--- src/rtl/sdram_pkg.sv ---
// rtl/sdram_pkg.sv - shared SDRAM command encodings, arbiter state type and bus widths
package sdram_pkg;

    localparam int CMD_WIDTH  = 4;
    localparam int BA_WIDTH   = 2;
    localparam int ADDR_WIDTH = 12;

    // {cs_n, ras_n, cas_n, we_n}
    localparam logic [3:0] CMD_NOP  = 4'b0111;
    localparam logic [3:0] CMD_PRE  = 4'b0010;
    localparam logic [3:0] CMD_AREF = 4'b0001;
    localparam logic [3:0] CMD_MRS  = 4'b0000;
    localparam logic [3:0] CMD_ACT  = 4'b0011;
    localparam logic [3:0] CMD_WR   = 4'b0100;
    localparam logic [3:0] CMD_RD   = 4'b0101;

    typedef enum logic [2:0] {
        INIT,
        ARBIT,
        AREF,
        WRITE,
        READ
    } arb_state_t;

endpackage

--- src/rtl/sdram_arbiter_if.sv ---
// rtl/sdram_arbiter_if.sv - engine request/grant/bus signals and SDRAM pins around the arbiter
// slave  : arbiter side (takes engine buses and requests, drives grants and pins)
// master : engine/device side (drives engine buses and requests, observes grants and pins)
interface sdram_arbiter_if
    import sdram_pkg::*;
#(
    parameter int CMD_W  = CMD_WIDTH,
    parameter int BA_W   = BA_WIDTH,
    parameter int ADDR_W = ADDR_WIDTH
) ();

    logic              init_end;
    logic [CMD_W-1:0]  init_cmd;
    logic [BA_W-1:0]   init_ba;
    logic [ADDR_W-1:0] init_addr;

    logic              aref_req;
    logic              aref_end;
    logic [CMD_W-1:0]  aref_cmd;
    logic [BA_W-1:0]   aref_ba;
    logic [ADDR_W-1:0] aref_addr;

    logic              wr_req;
    logic              wr_end;
    logic [CMD_W-1:0]  wr_cmd;
    logic [BA_W-1:0]   wr_ba;
    logic [ADDR_W-1:0] wr_addr;

    logic              rd_req;
    logic              rd_end;
    logic [CMD_W-1:0]  rd_cmd;
    logic [BA_W-1:0]   rd_ba;
    logic [ADDR_W-1:0] rd_addr;

    logic              aref_en;
    logic              wr_en;
    logic              rd_en;

    logic              sdram_cke;
    logic              sdram_cs_n;
    logic              sdram_ras_n;
    logic              sdram_cas_n;
    logic              sdram_we_n;
    logic [BA_W-1:0]   sdram_ba;
    logic [ADDR_W-1:0] sdram_addr;

    modport slave (
        input  init_end, init_cmd, init_ba, init_addr,
        input  aref_req, aref_end, aref_cmd, aref_ba, aref_addr,
        input  wr_req, wr_end, wr_cmd, wr_ba, wr_addr,
        input  rd_req, rd_end, rd_cmd, rd_ba, rd_addr,
        output aref_en, wr_en, rd_en,
        output sdram_cke, sdram_cs_n, sdram_ras_n, sdram_cas_n, sdram_we_n,
        output sdram_ba, sdram_addr
    );

    modport master (
        output init_end, init_cmd, init_ba, init_addr,
        output aref_req, aref_end, aref_cmd, aref_ba, aref_addr,
        output wr_req, wr_end, wr_cmd, wr_ba, wr_addr,
        output rd_req, rd_end, rd_cmd, rd_ba, rd_addr,
        input  aref_en, wr_en, rd_en,
        input  sdram_cke, sdram_cs_n, sdram_ras_n, sdram_cas_n, sdram_we_n,
        input  sdram_ba, sdram_addr
    );

endinterface

--- src/rtl/sdram_cmd_mux.sv ---
// rtl/sdram_cmd_mux.sv - selects the owning engine's cmd/ba/addr by arbiter state
// in : state, init_*/aref_*/wr_*/rd_* cmd/ba/addr
// out: cs_n/ras_n/cas_n/we_n split from cmd, ba, addr (NOP with zero ba/addr in ARBIT)
module sdram_cmd_mux
    import sdram_pkg::*;
#(
    parameter int CMD_W  = CMD_WIDTH,
    parameter int BA_W   = BA_WIDTH,
    parameter int ADDR_W = ADDR_WIDTH
) (
    input  arb_state_t        state,
    input  logic [CMD_W-1:0]  init_cmd,
    input  logic [BA_W-1:0]   init_ba,
    input  logic [ADDR_W-1:0] init_addr,
    input  logic [CMD_W-1:0]  aref_cmd,
    input  logic [BA_W-1:0]   aref_ba,
    input  logic [ADDR_W-1:0] aref_addr,
    input  logic [CMD_W-1:0]  wr_cmd,
    input  logic [BA_W-1:0]   wr_ba,
    input  logic [ADDR_W-1:0] wr_addr,
    input  logic [CMD_W-1:0]  rd_cmd,
    input  logic [BA_W-1:0]   rd_ba,
    input  logic [ADDR_W-1:0] rd_addr,
    output logic              cs_n,
    output logic              ras_n,
    output logic              cas_n,
    output logic              we_n,
    output logic [BA_W-1:0]   ba,
    output logic [ADDR_W-1:0] addr
);

    logic [CMD_W-1:0] cmd;

    always_comb begin
        cmd  = CMD_W'(CMD_NOP);
        ba   = '0;
        addr = '0;
        case (state)
            INIT: begin
                cmd  = init_cmd;
                ba   = init_ba;
                addr = init_addr;
            end
            AREF: begin
                cmd  = aref_cmd;
                ba   = aref_ba;
                addr = aref_addr;
            end
            WRITE: begin
                cmd  = wr_cmd;
                ba   = wr_ba;
                addr = wr_addr;
            end
            READ: begin
                cmd  = rd_cmd;
                ba   = rd_ba;
                addr = rd_addr;
            end
            default: ;
        endcase
    end

    assign {cs_n, ras_n, cas_n, we_n} = cmd;

endmodule

--- src/rtl/sdram_arbiter.sv ---
// rtl/sdram_arbiter.sv - SDRAM command bus scheduler: init hold-off, then refresh/write/read grants
// sys_clk, sys_rst : clock and synchronous active-high reset
// bus (slave)      : engine buses/requests/end pulses in; aref_en/wr_en/rd_en and SDRAM pins out
module sdram_arbiter
    import sdram_pkg::*;
#(
    parameter int WR_STREAK_MAX = 4
) (
    input  logic          sys_clk,
    input  logic          sys_rst,
    sdram_arbiter_if.slave bus
);

    localparam int STREAK_W = $clog2(WR_STREAK_MAX + 1);
    localparam logic [STREAK_W-1:0] STREAK_FULL = STREAK_W'(WR_STREAK_MAX);

    arb_state_t          state, state_nxt;
    logic [STREAK_W-1:0] wr_streak, wr_streak_nxt;
    logic                aref_en_q, aref_en_nxt;
    logic                wr_en_q, wr_en_nxt;
    logic                rd_en_q, rd_en_nxt;

    always_ff @(posedge sys_clk) begin
        if (sys_rst) begin
            state     <= INIT;
            wr_streak <= '0;
            aref_en_q <= 1'b0;
            wr_en_q   <= 1'b0;
            rd_en_q   <= 1'b0;
        end else begin
            state     <= state_nxt;
            wr_streak <= wr_streak_nxt;
            aref_en_q <= aref_en_nxt;
            wr_en_q   <= wr_en_nxt;
            rd_en_q   <= rd_en_nxt;
        end
    end

    // Grants are registered alongside the state, so each *_en rises in the
    // first cycle of its state and only one can ever be high.
    always_comb begin
        state_nxt     = state;
        wr_streak_nxt = wr_streak;
        aref_en_nxt   = aref_en_q;
        wr_en_nxt     = wr_en_q;
        rd_en_nxt     = rd_en_q;
        case (state)
            INIT: begin
                if (bus.init_end) state_nxt = ARBIT;
            end
            ARBIT: begin
                if (bus.aref_req) begin
                    state_nxt   = AREF;
                    aref_en_nxt = 1'b1;
                end else if (bus.rd_req && wr_streak == STREAK_FULL) begin
                    // a read has waited behind a full streak of writes
                    state_nxt = READ;
                    rd_en_nxt = 1'b1;
                end else if (bus.wr_req) begin
                    state_nxt = WRITE;
                    wr_en_nxt = 1'b1;
                end else if (bus.rd_req) begin
                    state_nxt = READ;
                    rd_en_nxt = 1'b1;
                end
            end
            AREF: begin
                if (bus.aref_end) begin
                    state_nxt   = ARBIT;
                    aref_en_nxt = 1'b0;
                end
            end
            WRITE: begin
                if (bus.wr_end) begin
                    state_nxt = ARBIT;
                    wr_en_nxt = 1'b0;
                    // only writes that overtook a waiting read count toward the streak
                    if (!bus.rd_req)                   wr_streak_nxt = '0;
                    else if (wr_streak != STREAK_FULL) wr_streak_nxt = wr_streak + 1'b1;
                end
            end
            READ: begin
                if (bus.rd_end) begin
                    state_nxt     = ARBIT;
                    rd_en_nxt     = 1'b0;
                    wr_streak_nxt = '0;
                end
            end
            default: begin
                state_nxt   = INIT;
                aref_en_nxt = 1'b0;
                wr_en_nxt   = 1'b0;
                rd_en_nxt   = 1'b0;
            end
        endcase
    end

    assign bus.aref_en   = aref_en_q;
    assign bus.wr_en     = wr_en_q;
    assign bus.rd_en     = rd_en_q;
    assign bus.sdram_cke = 1'b1;

    sdram_cmd_mux #(
        .CMD_W  ($bits(bus.init_cmd)),
        .BA_W   ($bits(bus.init_ba)),
        .ADDR_W ($bits(bus.init_addr))
    ) u_cmd_mux (
        .state     (state),
        .init_cmd  (bus.init_cmd),
        .init_ba   (bus.init_ba),
        .init_addr (bus.init_addr),
        .aref_cmd  (bus.aref_cmd),
        .aref_ba   (bus.aref_ba),
        .aref_addr (bus.aref_addr),
        .wr_cmd    (bus.wr_cmd),
        .wr_ba     (bus.wr_ba),
        .wr_addr   (bus.wr_addr),
        .rd_cmd    (bus.rd_cmd),
        .rd_ba     (bus.rd_ba),
        .rd_addr   (bus.rd_addr),
        .cs_n      (bus.sdram_cs_n),
        .ras_n     (bus.sdram_ras_n),
        .cas_n     (bus.sdram_cas_n),
        .we_n      (bus.sdram_we_n),
        .ba        (bus.sdram_ba),
        .addr      (bus.sdram_addr)
    );

endmodule

--- src/flat_wrapper.sv ---
// flat-port wrapper written by rule: the top's interface ports become plain ports
module sdram_arbiter_flat import sdram_pkg::*;
#(
    parameter int WR_STREAK_MAX = 4
)
  (sys_clk, sys_rst, bus_init_end, bus_init_cmd, bus_init_ba, bus_init_addr, bus_aref_req, bus_aref_end, bus_aref_cmd, bus_aref_ba, bus_aref_addr, bus_wr_req, bus_wr_end, bus_wr_cmd, bus_wr_ba, bus_wr_addr, bus_rd_req, bus_rd_end, bus_rd_cmd, bus_rd_ba, bus_rd_addr, bus_aref_en, bus_wr_en, bus_rd_en, bus_sdram_cke, bus_sdram_cs_n, bus_sdram_ras_n, bus_sdram_cas_n, bus_sdram_we_n, bus_sdram_ba, bus_sdram_addr);
  sdram_arbiter_if bus_i ();
  input  logic sys_clk;
  input  logic sys_rst;
  input wire logic [$bits(bus_i.init_end)-1:0] bus_init_end;
  input wire logic [$bits(bus_i.init_cmd)-1:0] bus_init_cmd;
  input wire logic [$bits(bus_i.init_ba)-1:0] bus_init_ba;
  input wire logic [$bits(bus_i.init_addr)-1:0] bus_init_addr;
  input wire logic [$bits(bus_i.aref_req)-1:0] bus_aref_req;
  input wire logic [$bits(bus_i.aref_end)-1:0] bus_aref_end;
  input wire logic [$bits(bus_i.aref_cmd)-1:0] bus_aref_cmd;
  input wire logic [$bits(bus_i.aref_ba)-1:0] bus_aref_ba;
  input wire logic [$bits(bus_i.aref_addr)-1:0] bus_aref_addr;
  input wire logic [$bits(bus_i.wr_req)-1:0] bus_wr_req;
  input wire logic [$bits(bus_i.wr_end)-1:0] bus_wr_end;
  input wire logic [$bits(bus_i.wr_cmd)-1:0] bus_wr_cmd;
  input wire logic [$bits(bus_i.wr_ba)-1:0] bus_wr_ba;
  input wire logic [$bits(bus_i.wr_addr)-1:0] bus_wr_addr;
  input wire logic [$bits(bus_i.rd_req)-1:0] bus_rd_req;
  input wire logic [$bits(bus_i.rd_end)-1:0] bus_rd_end;
  input wire logic [$bits(bus_i.rd_cmd)-1:0] bus_rd_cmd;
  input wire logic [$bits(bus_i.rd_ba)-1:0] bus_rd_ba;
  input wire logic [$bits(bus_i.rd_addr)-1:0] bus_rd_addr;
  output wire logic [$bits(bus_i.aref_en)-1:0] bus_aref_en;
  output wire logic [$bits(bus_i.wr_en)-1:0] bus_wr_en;
  output wire logic [$bits(bus_i.rd_en)-1:0] bus_rd_en;
  output wire logic [$bits(bus_i.sdram_cke)-1:0] bus_sdram_cke;
  output wire logic [$bits(bus_i.sdram_cs_n)-1:0] bus_sdram_cs_n;
  output wire logic [$bits(bus_i.sdram_ras_n)-1:0] bus_sdram_ras_n;
  output wire logic [$bits(bus_i.sdram_cas_n)-1:0] bus_sdram_cas_n;
  output wire logic [$bits(bus_i.sdram_we_n)-1:0] bus_sdram_we_n;
  output wire logic [$bits(bus_i.sdram_ba)-1:0] bus_sdram_ba;
  output wire logic [$bits(bus_i.sdram_addr)-1:0] bus_sdram_addr;
  assign bus_i.init_end = bus_init_end;
  assign bus_i.init_cmd = bus_init_cmd;
  assign bus_i.init_ba = bus_init_ba;
  assign bus_i.init_addr = bus_init_addr;
  assign bus_i.aref_req = bus_aref_req;
  assign bus_i.aref_end = bus_aref_end;
  assign bus_i.aref_cmd = bus_aref_cmd;
  assign bus_i.aref_ba = bus_aref_ba;
  assign bus_i.aref_addr = bus_aref_addr;
  assign bus_i.wr_req = bus_wr_req;
  assign bus_i.wr_end = bus_wr_end;
  assign bus_i.wr_cmd = bus_wr_cmd;
  assign bus_i.wr_ba = bus_wr_ba;
  assign bus_i.wr_addr = bus_wr_addr;
  assign bus_i.rd_req = bus_rd_req;
  assign bus_i.rd_end = bus_rd_end;
  assign bus_i.rd_cmd = bus_rd_cmd;
  assign bus_i.rd_ba = bus_rd_ba;
  assign bus_i.rd_addr = bus_rd_addr;
  assign bus_aref_en = bus_i.aref_en;
  assign bus_wr_en = bus_i.wr_en;
  assign bus_rd_en = bus_i.rd_en;
  assign bus_sdram_cke = bus_i.sdram_cke;
  assign bus_sdram_cs_n = bus_i.sdram_cs_n;
  assign bus_sdram_ras_n = bus_i.sdram_ras_n;
  assign bus_sdram_cas_n = bus_i.sdram_cas_n;
  assign bus_sdram_we_n = bus_i.sdram_we_n;
  assign bus_sdram_ba = bus_i.sdram_ba;
  assign bus_sdram_addr = bus_i.sdram_addr;
  sdram_arbiter #(.WR_STREAK_MAX(WR_STREAK_MAX)) u_core (.sys_clk(sys_clk), .sys_rst(sys_rst), .bus(bus_i));
endmodule
--- config.mk ---
export PLATFORM = sky130hd
export DESIGN_NAME = sdram_arbiter_flat
export DESIGN_NICKNAME = d
export VERILOG_FILES = /design/src/rtl/sdram_pkg.sv /design/src/rtl/sdram_arbiter_if.sv /design/src/rtl/sdram_cmd_mux.sv /design/src/rtl/sdram_arbiter.sv /design/src/flat_wrapper.sv
export SDC_FILE = /design/constraint.sdc
export NUM_CORES = 1
export LEC_CHECK = 0
export CAP_MARGIN = 20
export CORE_ASPECT_RATIO = 0.5
export CORE_UTILIZATION = 25
export DETAILED_ROUTE_END_ITERATION = 12
export PLACE_DENSITY = 0.72
export SYNTH_ARGS = -nofsm -noshare
export SYNTH_HDL_FRONTEND = slang
export SYNTH_SLANG_ARGS = --single-unit
--- constraint.sdc ---
create_clock -name sys_clk -period 2.6 [get_ports sys_clk]
set_clock_uncertainty 0.15 [all_clocks]
set_input_delay 0.52 -clock sys_clk [delete_from_list [all_inputs] [get_ports sys_clk]]
set_output_delay 0.52 -clock sys_clk [all_outputs]
set_load 0.05 [all_outputs]
# Word-level counts from Yosys, hierarchy flattened
# Cells that the tools add are included.
[op_classes]
addsub = 1
eq_ne = 18
mux = 31
bitwise = 3
n_reduce_logical = 11
[op_table]
columns = ["op", "n"]
rows = [
  ["case mux 12 bit (4 select lines)", 1],
  ["two-way mux 3 bit", 12],
  ["inequality test 2 bit, second input constant", 8],
  ["case mux 4 bit (4 select lines)", 1],
  ["case mux 3 bit (5 select lines)", 1],
  ["AND reduction 5 bit", 3],
  ["two-way mux 1 bit", 11],
  ["inequality test 3 x 2 -> 1 bit, second input constant", 3],
  ["case mux 1 bit (3 select lines)", 3],
  ["OR reduction 3 bit", 3],
  ["case mux 2 bit (4 select lines)", 1],
  ["== test 3 x 2 -> 1 bit, second input constant", 2],
  ["== test 3 bit, second input constant", 2],
  ["case mux 3 bit (2 select lines)", 1],
  ["inequality test 5 x 4 -> 1 bit, second input constant", 1],
  ["AND reduction 4 bit", 1],
  ["adder 3 x 1 -> 3 bit, second input constant", 1],
  ["== test 3 x 1 -> 1 bit, second input constant", 1],
  ["logical NOT 3 bit", 1],
  ["inequality test 3 bit, second input constant", 1],
  ["NOT 1 bit", 3],
  ["AND reduction 3 bit", 1],
  ["nonzero test 2 bit", 1],
  ["logical AND 1 bit", 1],
]
[totals]
ff_bits = 9
in_bits = 81
out_inout_bits = 22
wordCells = 69

# Logic depth before layout (Yosys ltp)
# Gate-level depths: netlist of the first run.
[depth]
depth_word = 5
depth_mapped = 6
depth_no_buf = 6

# Hierarchy
# Synthesis of the first run repeated with hierarchy kept, for this count alone.
[hier_totals]
hier_cells = 165
area_unflattened_um2 = 1486.4
[by_module_without_submodules]
columns = ["mod", "n_inst", "cells_per_inst", "area_each_um2", "seq_area_each_um2"]
rows = [
  ["sdram_cmd_mux", 1, 90, 855.8, 0.0],
  ["sdram_arbiter", 1, 75, 630.6, 180.2],
]

# Worst setup path after synthesis of the first run
# OpenSTA, ideal clock, no wires.
[synth_timing]
kind = "flip-flop to output port"
startpoint = "register u_core.state[1]"
endpoint = "output bus_sdram_addr[10]"
arrival_ns = 1.751
required_time_ns = 1.930
path_slack_ns = 0.179
stages_incl_launch_ff = 7
path_buffers = 3
cell_sequence = "dfxtp_1 > buf_2 > and2_1 > clkbuf_1 > buf_2 > a21oi_1 > o21ai_1"
[synth_between]
elab_chain_cells = 2
word_cells_on_any_way = 5
cone_classes = "eq/ne: 3; mux: 1; reduce/logical: 1"
[synth_lines]
columns = ["item", "line", "source"]
rows = [
  ["start, declared", "sdram_arbiter.sv:17", "arb_state_t state, state_nxt;"],
  ["start signal, assigned", "sdram_arbiter.sv:31", "state <= state_nxt;"],
  ["== test 3 bit, or another cell as far along", "sdram_cmd_mux.sv:38", "case (state)"],
  ["case mux 12 bit (4 select lines) (*)", "sdram_cmd_mux.sv:38", ""],
  ["end, declared", "flat_wrapper.sv:38", "output wire logic [$bits(bus_i.sdram_addr)-1:0] bus_sdram_addr;"],
]
# Mark *: on every way between the ends. The rest lies on a longest branch, timed or not.

# Final worst setup path of the first run
[layout_timing]
startpoint = "register u_core.state[1]"
endpoint = "output bus_sdram_cs_n"
[layout_between]
elab_chain_cells = 2
word_cells_on_any_way = 5
cone_classes = "eq/ne: 3; mux: 1; reduce/logical: 1"
[layout_lines]
columns = ["item", "line", "source"]
rows = [
  ["== test 3 bit, or another cell as far along", "sdram_cmd_mux.sv:38", ""],
  ["case mux 4 bit (4 select lines) (*)", "sdram_cmd_mux.sv:38", ""],
  ["end, declared", "flat_wrapper.sv:33", "output wire logic [$bits(bus_i.sdram_cs_n)-1:0] bus_sdram_cs_n;"],
]
# Marks and branches as above.

==> results of run 1 <==
kinds of logic after synthesis:
logic type	synth area share [%]
other cells	0.314
flops	15.1
mux	15.1
fa+ha+maj	2.09
buf+inv	10.7
simple gates	25.8
compound gates	31.0
worst paths after layout:
check / start / to / depth (start not counted)
min reg2reg: u_core.bus.wr_en / u_core.bus.wr_en / 1
max reg2reg: u_core.state[0] / u_core.wr_streak[2] / 5
min: u_core.bus.wr_en / u_core.bus.wr_en / 1
max: u_core.state[1] / bus_sdram_cs_n / 5
state kept, by name, summed over array words and instances, names as in the netlist:
signal	cells
u_core.wr_streak	3
u_core.bus.aref_en	1
u_core.state	3
u_core.bus.rd_en	1
u_core.bus.wr_en	1
stage by stage:
| stage | hold WS [ns] | instance area [um2] | total power, mW |
|---|---|---|---|
| floorplan | 0.348 | 1200 | 0.520 |
| global placement | 0.369 | 2430 | 0.895 |
| detailed placement | 0.385 | 2430 | 0.898 |
| CTS | 0.396 | 2470 | 1.07 |
| global route | 0.412 | 2470 | 1.11 |
| finish | 0.386 | 2470 | 1.06 |
final cells by class:
type | instances | area share (%)
sequential | 9 | 7.29
multi-input combinational | 142 | 35.9
inverter | 8 | 1.32
timing repair buffer | 108 | 50.3
clock buffer | 4 | 1.82
tap | 66 | 3.34
routing by layer:
layer / share of wire, % / up-vias / track usage [%]
li1: - / 821 / -
met1: 44 / 729 / 23.0
met2: 52 / 42 / 33.0
met3: 2.8 / 8 / 2.33
met4: 1.5 / 0 / 4.17
met5: 0 / - / 0
worst max-delay path: cells and delay by family, from the launching register on:
family | cells | cell delay, ns
AND/OR/NAND/NOR | 1 | 0.33
AO/OA/AOI/OAI | 2 | 0.32
flip-flops | 1 | 0.40
buffers and inverters | 2 | 0.41
cells in the mapped netlist, types with 3 or more instances:
library cell / count / share of area [%]
dfxtp_1: 9 / 15
nor3_1: 9 / 3.8
inv_1: 6 / 1.9
o21ai_0: 4 / 1.7
nand2b_1: 3 / 1.6
nand2_1: 18 / 5.6
o21ai_1: 16 / 6.7
a21oi_1: 25 / 10
buf_2: 9 / 3.8
mux2i_1: 18 / 15
clkbuf_1: 3 / 0.94
o22a_1: 4 / 2.9
nor2_1: 16 / 5.0
power by group:
part	internal, mW	switching, mW	leakage [nW]	total [mW]
combinational	0.372	0.373	0.803	0.745
sequential	0.146	0.00481	0.0731	0.151
clock	0.107	0.0552	0.0228	0.162
==> flow_summary.json, run 1 <==
{
  "track_usage_pct": 18.1,
  "drtAntennaViolNets": 0,
  "grt_max_degree": 39,
  "cpPeakStageDelay_ns": 0.40,
  "final_common_cell": "clkdlybuf4s50_1",
  "ir_worst_vdd_v": 0.000219,
  "cts_tree": "yes",
  "period_share_pct": 90.9,
  "clockBufferDepth": 2,
  "multi_input_area_um2": 888,
  "grt.overflow.total": 0,
  "postCtsSetupBuffers": 0,
  "rows": 17,
  "fill_cells": 408,
  "criticalPathCategory": "flop to output pin",
  "antennaDiodeCount": 0,
  "finalSetupViolCount": 0,
  "ctsRootBufferMaster": "clkbuf_8",
  "crit_chain": "and2_1 -> buf_4 -> a21oi_1 -> o21ai_1 -> buf_12",
  "dr.first_iter.drc_count": 98,
  "cts_sinks": 9,
  "portBuffers": 101,
  "die_x_um": 99.8,
  "grt_pass1_wl_mm": 7.40,
  "ys_async_sr_fraction_pct": 0,
  "avgRoutedWirePerCell_um": 13.9,
  "cts_buffers": 3,
  "wl_mm": 4.67,
  "maxSlewViolCount": 0,
  "layout-drive-gt1-share_pct": 12.5,
  "yosysSeqAreaShare_pct": 15.1,
  "worstHoldPathType": "flop to flop",
  "place_hpwl_mm": 3.68,
  "avgSynthCellArea_um2": 6.84,
  "fin_nets": 355,
  "fin_cells": 337,
  "synth.distinct_cells": 42,
  "worst_pin_slew_ns": 0.517,
  "yosys_warnings": 0,
  "clk_pin_slew_ns": 0.05,
  "first_pass_iters": 4,
  "power_density_nw_per_um2": 428,
  "start_kind": "flop",
  "io_pins": 103,
  "cp_slowest_cell": "dfxtp_1",
  "placeableCoreArea_um2": 4490,
  "crit_path_max_fanout": 9,
  "grt_pass1_vias": 1548,
  "required_ns": 1.93,
  "crit_path_end_kind": "output pin",
  "drc": 0,
  "final_util_pct": 55.1,
  "initial_core_util_pct": 26.7,
  "die_h_um": 50.9,
  "rrSetupSlack_ns": 0.76,
  "outcome": "complete, no violations",
  "p_leak_nw": 0.899,
  "worst_slew_margin_rel_pct": 65.4,
  "h-tree-depth": 1,
  "syn_inst": 175,
  "period_minus_slack_ns": 2.36,
  "synthFlopType": "dfxtp_1",
  "area_growth_pct": 107,
  "dp_cells": 333,
  "via_per_inst": 4.75,
  "hold_viol": 0,
  "final_cell_mix": "83 x clkdlybuf4s50_1, 25 x a21oi_1, 18 x mux2i_1, 18 x nand2_1, 18 x buf_12",
  "layout_setup_ws_ns": 0.236,
  "critical_path_arrival_ns": 1.69,
  "clk_latency_ns": 0.23,
  "cts_hold_buffers": 0,
  "cts_resized": 0,
  "final-seq-area_um2": 180,
  "fmax_ghz": 0.423,
  "num_vias": 1600,
  "grt_setup_unrepaired": "no",
  "maxCapViolations": 0,
  "globalplace.congestion": 0.863,
  "syn_area_um2": 1200,
  "dieArea_um2": 5080,
  "synth_nets": 258,
  "setup_tns_ns": 0,
  "pre_cts_ws_ns": 0.320,
  "antenna_found_initial": 0,
  "synth_edf_count": 0,
  "ys_ff_latch": 9
}
(Power assumes the default switching activity.)
==> inputs of run 2 (changes only) <==
Settings changed: HOLD_SLACK_MARGIN set to 0.12.
==> results of run 2 <==
Final layout, timing and power as in run 1 (identical DEF).
==> inputs of run 3 (changes only) <==
Settings changed: TNS_END_PERCENT set to 5.
==> results of run 3 <==
Final layout, timing and power as in run 1 (identical DEF).
